==> config.mk <==
export PLATFORM = sky130hd
export DESIGN_NAME = ro_pair_compare_flat
export DESIGN_NICKNAME = d
export VERILOG_FILES = /design/src/rtl/ro_pair_compare_pkg.sv /design/src/rtl/ro_pair_compare_if.sv /design/src/rtl/ro_pair_compare_edge_counter.sv /design/src/rtl/ro_pair_compare.sv /design/src/flat_wrapper.sv
export SDC_FILE = /design/constraint.sdc
export NUM_CORES = 1
export LEC_CHECK = 0
export CAP_MARGIN = 40
export CELL_PAD_IN_SITES_DETAIL_PLACEMENT = 1
export CELL_PAD_IN_SITES_GLOBAL_PLACEMENT = 2
export CORE_MARGIN = 2
export CORE_UTILIZATION = 36
export CTS_CLUSTER_SIZE = 14
export DETAILED_ROUTE_END_ITERATION = 16
export GPL_TIMING_DRIVEN = 1
export PLACE_DENSITY = 0.88
export SKIP_LAST_GASP = 1
export SLEW_MARGIN = 20
export SYNTH_ARGS = -nofsm -noshare
export SYNTH_HDL_FRONTEND = slang
export SYNTH_SLANG_ARGS = --single-unit
export TNS_END_PERCENT = 5
==> constraint.sdc <==
create_clock -name clk_i -period 5.4 [get_ports clk_i]
set_input_delay 1.35 -clock clk_i [delete_from_list [all_inputs] [get_ports clk_i]]
set_output_delay 1.35 -clock clk_i [all_outputs]
set_load 0.1 [all_outputs]
==> src/rtl/ro_pair_compare_pkg.sv <==
// Shared types and constants for the RO PUF pair-compare measurement core.
package ro_puf_pkg;

   typedef enum logic [1:0] {
      IDLE   = 2'd0,
      SETTLE = 2'd1,
      COUNT  = 2'd2,
      DONE   = 2'd3
   } ro_state_t;

   localparam int N_RO_DEF       = 16;
   localparam int CNT_W_DEF      = 16;
   localparam int WIN_W_DEF      = 16;
   localparam int SETTLE_CYC_DEF = 4;

   // Flops between the asynchronous RO and the first clk-domain use.
   localparam int SYNC_STAGES = 2;

endpackage

==> src/rtl/ro_pair_compare_if.sv <==
// Challenge/response bus of ro_pair_compare; ro_en_o exists only when RO_GATE_EN is defined.
// Handshake: start_i is a request taken only while busy_o is low; done_o is a
// one-cycle valid for resp_o/cnt_a_o/cnt_b_o/err_o, with no backpressure.
interface ro_pair_compare_if
   import ro_puf_pkg::*;
#(
   parameter int N_RO  = N_RO_DEF,
   parameter int CNT_W = CNT_W_DEF,
   parameter int WIN_W = WIN_W_DEF
);
   localparam int SEL_W = $clog2(N_RO);

   logic [N_RO-1:0]  ro_i;
   logic             start_i;
   logic [SEL_W-1:0] sel_a_i;
   logic [SEL_W-1:0] sel_b_i;
   logic [WIN_W-1:0] window_i;
   logic             busy_o;
   logic             done_o;
   logic             resp_o;
   logic [CNT_W-1:0] cnt_a_o;
   logic [CNT_W-1:0] cnt_b_o;
   logic             err_o;
   ro_state_t        state_dbg;
`ifdef RO_GATE_EN
   logic [N_RO-1:0]  ro_en_o;
`endif

   modport master (
      output ro_i, start_i, sel_a_i, sel_b_i, window_i,
      input  busy_o, done_o, resp_o, cnt_a_o, cnt_b_o, err_o, state_dbg
`ifdef RO_GATE_EN
      , input ro_en_o
`endif
   );

   modport slave (
      input  ro_i, start_i, sel_a_i, sel_b_i, window_i,
      output busy_o, done_o, resp_o, cnt_a_o, cnt_b_o, err_o, state_dbg
`ifdef RO_GATE_EN
      , output ro_en_o
`endif
   );

endinterface

==> src/rtl/ro_pair_compare_edge_counter.sv <==
// Synchroniser, rising-edge detector and saturating edge counter for one selected RO.
module ro_edge_counter
   import ro_puf_pkg::*;
#(
   parameter int CNT_W = CNT_W_DEF
) (
   input  logic             clk,
   input  logic             rst,
   input  logic             ro,
   input  logic             clr,
   input  logic             cnt_en,
   output logic [CNT_W-1:0] cnt_next
);

   // sh[0..SYNC_STAGES-1] form the synchroniser; sh[SYNC_STAGES] is the edge-detect history.
   logic [SYNC_STAGES:0] sh;
   logic [CNT_W-1:0]     cnt;
   logic                 rise;

   assign rise = sh[SYNC_STAGES-1] & ~sh[SYNC_STAGES];

   always_comb begin
      cnt_next = cnt;
      if (clr) begin
         cnt_next = '0;
      end else if (cnt_en && rise && (cnt != '1)) begin
         cnt_next = cnt + CNT_W'(1);
      end
   end

   always_ff @(posedge clk or posedge rst) begin
      if (rst) begin
         sh  <= '0;
         cnt <= '0;
      end else begin
         sh  <= {sh[SYNC_STAGES-1:0], ro};
         cnt <= cnt_next;
      end
   end

endmodule

==> src/rtl/ro_pair_compare.sv <==
// RO PUF measurement core: counts edges of two selected ROs over a window and compares them.
// Optional RO_GATE_EN adds ro_en_o, enabling only the selected pair during SETTLE/COUNT.
module ro_pair_compare
   import ro_puf_pkg::*;
#(
   parameter int N_RO       = N_RO_DEF,
   parameter int CNT_W      = CNT_W_DEF,
   parameter int WIN_W      = WIN_W_DEF,
   parameter int SETTLE_CYC = SETTLE_CYC_DEF
) (
   input logic              clk_i,
   input logic              rst_i,
   ro_pair_compare_if.slave bus
);

   localparam int SEL_W = $clog2(N_RO);
   localparam int N_PAD = 1 << SEL_W;
   localparam int ST_W  = (SETTLE_CYC > 1) ? $clog2(SETTLE_CYC) : 1;
   localparam logic [SEL_W:0]  N_RO_L      = (SEL_W + 1)'(N_RO);
   localparam logic [ST_W-1:0] SETTLE_LAST = ST_W'(SETTLE_CYC - 1);

   ro_state_t        state_q, state_d;
   logic [SEL_W-1:0] sel_a_q, sel_a_d, sel_b_q, sel_b_d;
   logic [WIN_W-1:0] win_q, win_d, win_cnt_q, win_cnt_d;
   logic [ST_W-1:0]  set_cnt_q, set_cnt_d;
   logic [CNT_W-1:0] cnt_a_q, cnt_a_d, cnt_b_q, cnt_b_d;
   logic             resp_q, resp_d, err_q, err_d;
   logic             cnt_clr, cnt_en, chal_bad;
   logic [CNT_W-1:0] cnt_a_nxt, cnt_b_nxt;
   logic [N_PAD-1:0] ro_pad;
   logic             ro_a, ro_b;

   // Out-of-range selectors land on padded zeros, so the mux never indexes past ro_i.
   always_comb begin
      ro_pad            = '0;
      ro_pad[N_RO-1:0]  = bus.ro_i;
   end

   assign ro_a = ro_pad[sel_a_q];
   assign ro_b = ro_pad[sel_b_q];

   always_comb begin
      chal_bad = (bus.sel_a_i == bus.sel_b_i)
              || ({1'b0, bus.sel_a_i} >= N_RO_L)
              || ({1'b0, bus.sel_b_i} >= N_RO_L)
              || (bus.window_i == '0);
   end

   ro_edge_counter #(.CNT_W(CNT_W)) u_cnt_a (
      .clk      (clk_i),
      .rst      (rst_i),
      .ro       (ro_a),
      .clr      (cnt_clr),
      .cnt_en   (cnt_en),
      .cnt_next (cnt_a_nxt)
   );

   ro_edge_counter #(.CNT_W(CNT_W)) u_cnt_b (
      .clk      (clk_i),
      .rst      (rst_i),
      .ro       (ro_b),
      .clr      (cnt_clr),
      .cnt_en   (cnt_en),
      .cnt_next (cnt_b_nxt)
   );

   always_comb begin
      state_d   = state_q;
      sel_a_d   = sel_a_q;
      sel_b_d   = sel_b_q;
      win_d     = win_q;
      set_cnt_d = set_cnt_q;
      win_cnt_d = win_cnt_q;
      cnt_a_d   = cnt_a_q;
      cnt_b_d   = cnt_b_q;
      resp_d    = resp_q;
      err_d     = err_q;
      cnt_clr   = 1'b0;
      cnt_en    = 1'b0;
      unique case (state_q)
         IDLE: begin
            cnt_clr = 1'b1;
            if (bus.start_i) begin
               sel_a_d = bus.sel_a_i;
               sel_b_d = bus.sel_b_i;
               win_d   = bus.window_i;
               if (chal_bad) begin
                  state_d = DONE;
                  cnt_a_d = '0;
                  cnt_b_d = '0;
                  resp_d  = 1'b0;
                  err_d   = 1'b1;
               end else begin
                  state_d   = SETTLE;
                  set_cnt_d = '0;
               end
            end
         end
         SETTLE: begin
            // Synchronisers keep running here so stale samples of the old pair flush out.
            cnt_clr = 1'b1;
            if (set_cnt_q == SETTLE_LAST) begin
               state_d   = COUNT;
               win_cnt_d = '0;
            end else begin
               set_cnt_d = set_cnt_q + ST_W'(1);
            end
         end
         COUNT: begin
            cnt_en = 1'b1;
            if (win_cnt_q == win_q - WIN_W'(1)) begin
               // Capture next-values so the final window cycle's edge is included.
               state_d = DONE;
               cnt_a_d = cnt_a_nxt;
               cnt_b_d = cnt_b_nxt;
               resp_d  = (cnt_a_nxt > cnt_b_nxt);
               err_d   = 1'b0;
            end else begin
               win_cnt_d = win_cnt_q + WIN_W'(1);
            end
         end
         DONE: begin
            state_d = IDLE;
         end
         default: begin
            state_d = IDLE;
         end
      endcase
   end

   always_ff @(posedge clk_i or posedge rst_i) begin
      if (rst_i) begin
         state_q   <= IDLE;
         sel_a_q   <= '0;
         sel_b_q   <= '0;
         win_q     <= '0;
         set_cnt_q <= '0;
         win_cnt_q <= '0;
         cnt_a_q   <= '0;
         cnt_b_q   <= '0;
         resp_q    <= 1'b0;
         err_q     <= 1'b0;
      end else begin
         state_q   <= state_d;
         sel_a_q   <= sel_a_d;
         sel_b_q   <= sel_b_d;
         win_q     <= win_d;
         set_cnt_q <= set_cnt_d;
         win_cnt_q <= win_cnt_d;
         cnt_a_q   <= cnt_a_d;
         cnt_b_q   <= cnt_b_d;
         resp_q    <= resp_d;
         err_q     <= err_d;
      end
   end

   assign bus.busy_o    = (state_q != IDLE);
   assign bus.done_o    = (state_q == DONE);
   assign bus.resp_o    = resp_q;
   assign bus.cnt_a_o   = cnt_a_q;
   assign bus.cnt_b_o   = cnt_b_q;
   assign bus.err_o     = err_q;
   assign bus.state_dbg = state_q;

`ifdef RO_GATE_EN
   logic [N_RO-1:0]  ro_en_q;
   logic [N_PAD-1:0] en_pad;

   // Derived from next-state so the pair is enabled on the very cycle SETTLE is entered.
   always_comb begin
      en_pad = '0;
      if ((state_d == SETTLE) || (state_d == COUNT)) begin
         en_pad[sel_a_d] = 1'b1;
         en_pad[sel_b_d] = 1'b1;
      end
   end

   always_ff @(posedge clk_i or posedge rst_i) begin
      if (rst_i) begin
         ro_en_q <= '0;
      end else begin
         ro_en_q <= en_pad[N_RO-1:0];
      end
   end

   assign bus.ro_en_o = ro_en_q;
`endif

endmodule

==> src/flat_wrapper.sv <==
// flat-port wrapper written by rule: the top's interface ports become plain ports
module ro_pair_compare_flat import ro_puf_pkg::*;
#(
   parameter int N_RO       = N_RO_DEF,
   parameter int CNT_W      = CNT_W_DEF,
   parameter int WIN_W      = WIN_W_DEF,
   parameter int SETTLE_CYC = SETTLE_CYC_DEF
)
  (clk_i, rst_i, bus_ro_i, bus_start_i, bus_sel_a_i, bus_sel_b_i, bus_window_i, bus_busy_o, bus_done_o, bus_resp_o, bus_cnt_a_o, bus_cnt_b_o, bus_err_o, bus_state_dbg);
  ro_pair_compare_if #(.N_RO(N_RO), .CNT_W(CNT_W), .WIN_W(WIN_W)) bus_i ();
  input logic clk_i;
  input logic rst_i;
  input wire logic [$bits(bus_i.ro_i)-1:0] bus_ro_i;
  input wire logic [$bits(bus_i.start_i)-1:0] bus_start_i;
  input wire logic [$bits(bus_i.sel_a_i)-1:0] bus_sel_a_i;
  input wire logic [$bits(bus_i.sel_b_i)-1:0] bus_sel_b_i;
  input wire logic [$bits(bus_i.window_i)-1:0] bus_window_i;
  output wire logic [$bits(bus_i.busy_o)-1:0] bus_busy_o;
  output wire logic [$bits(bus_i.done_o)-1:0] bus_done_o;
  output wire logic [$bits(bus_i.resp_o)-1:0] bus_resp_o;
  output wire logic [$bits(bus_i.cnt_a_o)-1:0] bus_cnt_a_o;
  output wire logic [$bits(bus_i.cnt_b_o)-1:0] bus_cnt_b_o;
  output wire logic [$bits(bus_i.err_o)-1:0] bus_err_o;
  output wire logic [$bits(bus_i.state_dbg)-1:0] bus_state_dbg;
  assign bus_i.ro_i = bus_ro_i;
  assign bus_i.start_i = bus_start_i;
  assign bus_i.sel_a_i = bus_sel_a_i;
  assign bus_i.sel_b_i = bus_sel_b_i;
  assign bus_i.window_i = bus_window_i;
  assign bus_busy_o = bus_i.busy_o;
  assign bus_done_o = bus_i.done_o;
  assign bus_resp_o = bus_i.resp_o;
  assign bus_cnt_a_o = bus_i.cnt_a_o;
  assign bus_cnt_b_o = bus_i.cnt_b_o;
  assign bus_err_o = bus_i.err_o;
  assign bus_state_dbg = bus_i.state_dbg;
  ro_pair_compare #(.N_RO(N_RO), .CNT_W(CNT_W), .WIN_W(WIN_W), .SETTLE_CYC(SETTLE_CYC)) u_core (.clk_i(clk_i), .rst_i(rst_i), .bus(bus_i));
endmodule
## Yosys cells after proc, flatten, opt, wreduce, memory -nomap -nowiden

Index checks and enable logic that the tools add are counted.

- Latch bits: 0
- Memory bits (read-only): 0
- Memories: 0
- Output and inout port bits: 38
- RAM bits: 0
- Logic and storage cells: 94
- Flip-flop bits (word level): 116

- Magnitude comparators: 3
- Divide/modulo/power cells: 0
- Multipliers: 0
- Reduce and logical (&&, ||, !) cells: 17
- Shifts and indexed selects: 0
- Muxes and demuxes: 36
- Bitwise operators: 4
- Eq/ne operators: 15
- $add $sub $neg: 5

Operators by type and width:

| cell | number |
|---|---|
| 16-bit 2-to-1 mux | 10 |
| 16-bit case mux with 2 select lines | 3 |
| 16-bit by 1-bit adder with 16-bit output (second input constant) | 3 |
| 16-bit != test (second input constant) | 2 |
| 16-bit equality test | 1 |
| 16-bit > comparator | 1 |
| 16-bit zero test | 1 |
| 16-bit by 1-bit subtractor with 16-bit output (second input constant) | 1 |
| 2-bit 2-to-1 mux | 7 |
| 4-bit by 5-bit less-than comparator with 1-bit output (second input constant) | 2 |
| 1-bit 2-to-1 mux | 10 |
| 1-bit binary-select mux with 4-bit select | 2 |
| 2-bit != test (second input constant) | 4 |
| 2-bit case mux with 4 select lines | 1 |
| 4-bit AND reduction | 2 |
| 2-bit nonzero test | 4 |
| 2-bit equality test (second input constant) | 3 |
| 2-bit by 1-bit != test with 1-bit output (second input constant) | 3 |
| 3-bit AND reduction | 2 |
| 4-bit equality test | 1 |
| 1-bit logical AND | 4 |
| 1-bit case mux with 2 select lines | 2 |
| 2-bit case mux with 2 select lines | 1 |
| 2-bit by 1-bit adder with 2-bit output (second input constant) | 1 |
| 7 further kinds | 9 |

## Longest topological paths before layout

Gate-level depths: netlist of the first run.

- Depth after elaboration: 9
- Mapped depth: 17
- Gate-level depth less buffers: 16

## Hierarchy

Synthesis of the first run repeated with hierarchy kept, for this count alone.

- Cells, all modules: 638
- Area total of the unflattened synthesis: 6742.7 µm²

Modules (own cells, without submodules):

| module | instances | area an instance (µm²) | cells each |
|---|---|---|---|
| ro_pair_compare | 1 | 4680.7 | 440 |
| ro_edge_counter | 2 | 1031.0 | 99 |

## Worst setup path before layout of the first run

Ideal clock, no wire load.

- Path type: register -> register
- From: reg u_core.state_q[1] (netlist: u_core.bus.state_dbg[1])
- To: reg u_core.resp_q (netlist: u_core.bus.resp_o)
- Setup slack: 1.155 ns
- Arrival: 4.120 ns
- Cell stages (with the launch flop): 14
- Required time: 5.275 ns
- Path buffers: 0
- Clock period less this slack: 4.245 ns
- Setup time: 0.125 ns
- Cells stage by stage: dfrtp_1 -> ha_1 -> nand3b_1 -> a2111oi_0 -> nand2_1 -> or3_1 -> a21oi_1 -> ha_1 -> nand4_1 -> o221ai_1 -> o31ai_1 -> mux2i_1 -> o32ai_1 -> o2bb2ai_1

- Word-level cells in the longest chain between the ends: 9
- Elaborated cells between the ends (all ways): 22
- Those cells by class: order compare: 1; eq/ne: 5; mux: 8; reduce/logical: 8

RTL lines:

| what | line | text |
|---|---|---|
| start, declared | ro_pair_compare.sv:22 | `ro_state_t state_q, state_d;` |
| start signal, assigned | ro_pair_compare.sv:144 | `state_q <= state_d;` |
| 2-bit equality test | ro_pair_compare.sv:80 | `unique case (state_q)` |
| 1-bit 2-to-1 mux | ro_pair_compare.sv:80 |  |
| 1-bit logical AND (2 in a row) | ro_pair_compare_edge_counter.sv:26 | `end else if (cnt_en && rise && (cnt != '1)) begin` |
| 16-bit 2-to-1 mux | ro_pair_compare_edge_counter.sv:26 |  |
| 16-bit 2-to-1 mux (*) | ro_pair_compare_edge_counter.sv:24 | `if (clr) begin` |
| named net u_core.cnt_a_nxt[15] | ro_pair_compare.sv:29 | `logic [CNT_W-1:0] cnt_a_nxt, cnt_b_nxt;` |
| 16-bit > comparator (*) | ro_pair_compare.sv:116 | `resp_d = (cnt_a_nxt > cnt_b_nxt);` |
| 1-bit 2-to-1 mux (*) | ro_pair_compare.sv:111 | `if (win_cnt_q == win_q - WIN_W'(1)) begin` |
| 1-bit case mux with 2 select lines (*) | ro_pair_compare.sv:80 |  |
| end signal, assigned | ro_pair_compare.sv:152 | `resp_q <= resp_d;` |
| end, declared | ro_pair_compare.sv:27 | `logic resp_q, resp_d, err_q, err_d;` |

The timed path passes the listed nets; every way through them passes the cells marked *. The select of a mux whose other input is x is not followed.
A chain may end at the register's enable or synchronous reset.

## Worst setup path after layout of the first run

- From: reg u_core.state_q[0] (netlist: u_core.bus.state_dbg[0])
- To: reg u_core.resp_q (netlist: u_core.bus.resp_o)

Same word-level chain as after synthesis.

==> impl_metrics.yaml, run 1 <==
place:
  dp_slack_ns: 1.05
  gp_congestion: 0.841
  hpwl_um: 13800
  io_buffers: 80
floorplanning:
  die_y_um: 138
  core_area_sq_um: 17400
  start_util: 0.370
  rows: 48
  die_area_sq_um: 19000
  die_x_um: 138
  ioPinCount: 81
routing:
  vias_per_cell: 5.56
  wl_um: 18600
  antenna_left: 0
  drtIter0Drc: 221
  drc: 0
  vias: 5418
  drt-wirelength-per-cell_um: 19.1
  firstDrtPassIters: 4
synthesis:
  syn_area_sq_um: 6440
  synth_nets: 678
  yosysWarnings: 0
  synth_xor_area_frac: 0.0652
  synth_adder_area_share: 0.0466
  synth_top_family_by_area: "simple AND/OR/NAND/NOR gates"
  synth_ff_type: "dfrtp_1"
  synth_area_per_cell_sq_um: 10.5
  yosys.area.top_type_share: 0.450
  synth-seq-cells: 116
  yosys.area_share.simple: 0.187
  async_reset_ff_frac: 1.00
  synth_area_leaders: "dfrtp_1, ha_1, mux2_2, xnor2_1, a22o_1"
  synth-edff-count: 0
  synth_top_area_cell: "dfrtp_1"
  yosysUniqueCellTypes: 54
  muxShareOfSynthArea: 0.0911
  synth_cells: 611
  synth_compound_area_frac: 0.120
  ys_seq_area_frac: 0.450
critical_path:
  crit_chain: "inv_1, ha_1, and4b_1, nor3b_1, nand3_1, xor2_1, nor2_1, ha_1, nand4_1, nor4_1, o21bai_1, o22ai_1, o32ai_1, o2bb2ai_1"
  cpMostUsedCell: "ha_1"
  worst_path_max_delay_cell: "nor3b_1"
  end_kind: "flip-flop"
  start_kind: "flip-flop"
  max_stage_delay_ns: 0.69
  arrival_ns: 4.74
  critPathMaxFanout: 15
  worstPathRequired_ns: 5.69
  criticalPathCategory: "flip-flop to flip-flop"
timing:
  finalCriticalPeriod_ns: 4.45
  fin_skew_ns: 0.0114
  grt_setup_unrepaired: "false"
  slew_violations: 0
  setup_viol: 0
  worst_slew_pin_slew_ns: 0.822
  max_freq_mhz: 225
  fin_ws_ns: 0.947
  tns_ns: 0
  hold_violations: 0
  relSlewSlack: 0.451
  min_period_over_period: 0.825
global_route:
  grt_first_pass_wirelength_um: 31500
  track_usage: 0.215
  grt_max_degree: 40
  grt_pass1_vias: 6109
  grt-ovfl-total: 0
  antenna_found_initial: 0
worst_hold_path:
  hold_class: "flip-flop to flip-flop"
layout:
  final_cell_mix: "dfrtp_1, clkdlybuf4s50_1, nor2_1"
  final_layout_size_suffix_gt1_frac: 0.167
  n_fill_cell: 1884
  fin_nets: 804
  layout_commonest_cell: "dfrtp_1"
  multi_input_area_sq_um: 3290
  diodes: 0
  final_core_util: 0.499
  syn_to_final_growth_pct: 34.9
  register_area_sq_um: 2900
clock_network:
  clock_latency_ns: 0.42
  cts_max_level: 4
  cts.path.max_buffers: 2
  cts_resized: 0
  postCtsSetupBuffers: 0
  cts_inserted_buffers: 17
  clkSlewWorstSetupHoldPaths_ns: 0.06
  cts_tree: "built"
  cts_hold_buf: 0
  clock-sinks: 116
  cts_root_buf: "clkbuf_16"
run_status:
  run_status: "finished, final reports clean"
run:
  cap_violations: 0
power_and_ir_drop:
  vdd_ir_drop_max_mv: 0.295
  total_power_mw: 3.54
  powerDensity_nw_per_um2: 408
  leakage_nw: 3.60
==> metal layers <==
metal / vias to the layer above / share of wire / track usage / routed length (um)
li1: 2512 / - / - / -
met1: 2760 / 0.41 / 0.253 / 7570
met2: 116 / 0.54 / 0.392 / 10000
met3: 30 / 0.029 / 0.0445 / 548
met4: 0 / 0.022 / 0.0669 / 416
met5: - / 0 / 0 / 0
==> final timing paths <==
kind                                         startpoint                     end  slack, ns  cells past startpoint
worst max-delay path            u_core.bus.state_dbg[0]       u_core.bus.resp_o       0.95                     14
worst min-delay path               u_core.u_cnt_b.sh[0]    u_core.u_cnt_b.sh[1]       0.35                      0
worst max register to register  u_core.bus.state_dbg[0]       u_core.bus.resp_o       0.95                     14
worst min register to register     u_core.u_cnt_b.sh[0]    u_core.u_cnt_b.sh[1]       0.35                      0
max in group asynchronous                         rst_i   u_core.bus.cnt_b_o[3]       3.17                      4
min in group asynchronous                         rst_i  u_core.bus.cnt_b_o[15]       1.30                      2
==> worst max-delay path, delay by kind of cell, from the launching register on <==
kind	cells	cell delay, ns
and+or+nand+nor	6	2.07
adders and majority gates	2	0.80
AOI/OAI and AO/OA	4	0.74
DFF	1	0.41
xor gates and xnor gates	1	0.19
buffers and inverters	1	0.11
==> logic make-up after synthesis <==
logic type / count (synthesis)
AO/OA/AOI/OAI: 106
XOR/XNOR: 48
adder cells (fa/ha/maj): 24
buffers and inverters: 60
flip-flops: 116
multiplexers: 43
AND/OR/NAND/NOR: 214
==> through the flow <==
step           hold WS [ns]  area (sq um)  instances
2_1_floorplan         0.331          6440        611
3_3_place_gp          0.337          7470        901
3_5_place_dp          0.337          8140        943
4_1_cts               0.347          8690        975
5_1_grt               0.350          8690        975
6_report              0.347          8690        975
==> layout make-up <==
| type | instances | area share |
|---|---|---|
| clock buffer | 19 | 0.0521 |
| sequential | 116 | 0.334 |
| inverter | 41 | 0.0180 |
| clock inverter | 13 | 0.0117 |
| tap | 225 | 0.0324 |
| timing repair buffer | 126 | 0.173 |
| multi-input combinational | 435 | 0.379 |
==> Yosys cell counts, types with 13 or more instances <==
| cell type | number |
|---|---|
| a21oi_1 | 23 |
| a22o_1 | 28 |
| dfrtp_1 | 116 |
| ha_1 | 24 |
| inv_1 | 41 |
| mux2_2 | 25 |
| nand2_1 | 36 |
| nand3_1 | 28 |
| nand4_1 | 18 |
| nor2_1 | 41 |
| nor3_1 | 13 |
| nor4_1 | 16 |
| xnor2_1 | 29 |
| xor2_1 | 19 |
==> registers in the layout, summed over array words and instances, names as in the netlist, 4 cells and up <==
register and count:
u_core.win_q 16, u_core.sel_b_q 4, u_core.sel_a_q 4, u_core.u_cnt_b.cnt 16, u_core.bus.cnt_a_o 16, u_core.u_cnt_a.cnt 16
u_core.win_cnt_q 16, u_core.bus.cnt_b_o 16
==> power by group <==
part / switching [mW] / internal (mW) / leakage [nW]
sequential: 0.207 / 1.02 / 1.54
combinational: 0.740 / 0.540 / 1.81
clock: 0.430 / 0.613 / 0.250
total: 1.38 / 2.17 / 3.60
Power figures use the tool's default switching activity.
==> run 2, diff against run 1 <==
--- a/config.mk
+++ b/config.mk
@@ -9,11 +9,11 @@
 export CELL_PAD_IN_SITES_DETAIL_PLACEMENT = 1
 export CELL_PAD_IN_SITES_GLOBAL_PLACEMENT = 2
 export CORE_MARGIN = 2
-export CORE_UTILIZATION = 36
+export CORE_UTILIZATION = 33
 export CTS_CLUSTER_SIZE = 14
 export DETAILED_ROUTE_END_ITERATION = 16
 export GPL_TIMING_DRIVEN = 1
-export PLACE_DENSITY = 0.88
+export PLACE_DENSITY = 0.85
 export SKIP_LAST_GASP = 1
 export SLEW_MARGIN = 20
 export SYNTH_ARGS = -nofsm -noshare
==> constraint.sdc (replaced) <==
create_clock -name clk_i -period 3.8 [get_ports clk_i]
set_input_delay 0.95 -clock clk_i [delete_from_list [all_inputs] [get_ports clk_i]]
set_output_delay 0.95 -clock clk_i [all_outputs]
set_load 0.1 [all_outputs]
==> impl_metrics.yaml, run 2 (synthesis gave the netlist of run 1 again) <==
timing:
  slew_violations: 0
  min_period_over_period: 0.941
  hold_violations: 0
  max_freq_mhz: 280
  relSlewSlack: 0.548
  worst_slew_pin_slew_ns: 0.677
  hold_slack_ns: 0.358
  setup_viol: 0
  tns_ns: 0
  grt_setup_unrepaired: "false"
  finalCriticalPeriod_ns: 3.58
  fin_skew_ns: 0.0121
global_route:
  antenna_found_initial: 0
  grt_pass1_vias: 5832
  grt_max_degree: 76
  grt_first_pass_wirelength_um: 30600
  track_usage: 0.192
  grt-ovfl-total: 0
clock_network:
  cts_tree: "built"
  clock_latency_ns: 0.42
  clkSlewWorstSetupHoldPaths_ns: 0.05
  cts.path.max_buffers: 2
  cts_inserted_buffers: 17
  clock-sinks: 116
  cts_root_buf: "clkbuf_16"
  cts_max_level: 4
place:
  io_buffers: 80
  gp_congestion: 0.827
  dp.cells: 991
  hpwl_um: 14400
layout:
  diodes: 0
  layout_commonest_cell: "dfrtp_1"
  final_cell_mix: "dfrtp_1, clkdlybuf4s50_1, inv_1"
  syn_to_final_growth_pct: 37.8
  final_layout_size_suffix_gt1_frac: 0.199
  fin_nets: 814
  final_core_util: 0.459
  instances_no_fill: 1025
run_status:
  run_status: "finished, final reports clean"
routing:
  vias_per_cell: 5.26
  drtIter0Drc: 229
  wl_um: 18800
  vias: 5393
  drc: 0
  drt-wirelength-per-cell_um: 18.3
  firstDrtPassIters: 4
  antenna_left: 0
floorplanning:
  die_y_um: 144
  start_util: 0.333
  ioPinCount: 81
  die_x_um: 144
  core_area_sq_um: 19300
  die_area_sq_um: 20700
  rows: 51
critical_path:
  start_kind: "flip-flop"
  arrival_ns: 3.88
  critPathMaxFanout: 5
  criticalPathCategory: "flip-flop to flip-flop"
  end_kind: "flip-flop"
  worstPathRequired_ns: 4.10
power_and_ir_drop:
  leakage_nw: 3.69
  powerDensity_nw_per_um2: 585
  vdd_ir_drop_max_mv: 0.393
  total_power_mw: 5.19
worst_hold_path:
  hold_class: "flip-flop to flip-flop"
run:
  cap_violations: 0
run 2: critical path, stage by stage, from the launching register on:
cell and delay [ns]:
dfrtp_1 0.38, inv_1 0.11, ha_2 0.24, nand3b_1 0.13, a2111oi_2 0.35, buf_4 0.20
nand2_1 0.09, or3_1 0.33, a21oi_2 0.22, ha_1 0.28, nand4_1 0.17, o221ai_1 0.22
nor3_1 0.27, o22ai_1 0.12, o32ai_1 0.28, o2bb2ai_1 0.08
run 2: power by group:
group / total [mW] / internal [mW] / switching, mW / leakage (nW)
registers: 1.74 / 1.44 / 0.298 / 1.54
logic: 1.77 / 0.747 / 1.03 / 1.85
clock network: 1.68 / 1.11 / 0.572 / 0.300
total: 5.19 / 3.30 / 1.90 / 3.69
run 2: path summary, 6_finish.rpt:
check,start,end,slack [ns],cells after the start
setup / recovery,u_core.bus.state_dbg[0],u_core.bus.resp_o,0.22,15
hold / removal,u_core.u_cnt_a.sh[0],u_core.u_cnt_a.sh[1],0.36,0
setup reg to reg,u_core.bus.state_dbg[0],u_core.bus.resp_o,0.22,15
hold reg to reg,u_core.u_cnt_a.sh[0],u_core.u_cnt_a.sh[1],0.36,0
max in group asynchronous,rst_i,u_core.bus.state_dbg[1],1.98,3
min in group asynchronous,rst_i,u_core.u_cnt_b.cnt[5],0.98,2
run 2: final cells by class:
cell class / count / area [sq um]
sequential: 116 / 2900
clock buffer: 21 / 450
clock inverter: 11 / 158
fill: 2087 / 10500
multi-input combinational: 436 / 3380
inverter: 41 / 158
tap: 265 / 332
timing repair buffer: 135 / 1500
run 2: metal layers:
layer  vias up  part of all wire  GRT usage
met5         -                 0          0
met4         0             0.025     0.0702
met3        34             0.028     0.0457
met2        91              0.55      0.360
met1      2744              0.39      0.210
li1       2524                 -          -
run 2: stage by stage:
step	setup slack, ns	instance area, sq um
2_1_floorplan	-0.351	6450
3_3_place_gp	0.154	7620
3_5_place_dp	-0.0350	8170
4_1_cts	0.0179	8780
5_1_grt	0.00244	8880
6_report	0.222	8880
run 2: repair_timing:
action	in CTS	in global routing
gates cloned	0	1
setup buffers	0	1
endpoints found under the hold margin	0	0
endpoints found under the setup margin	1	1
gates resized for setup	1	17
pin swaps	0	2
hold buffers	0	0
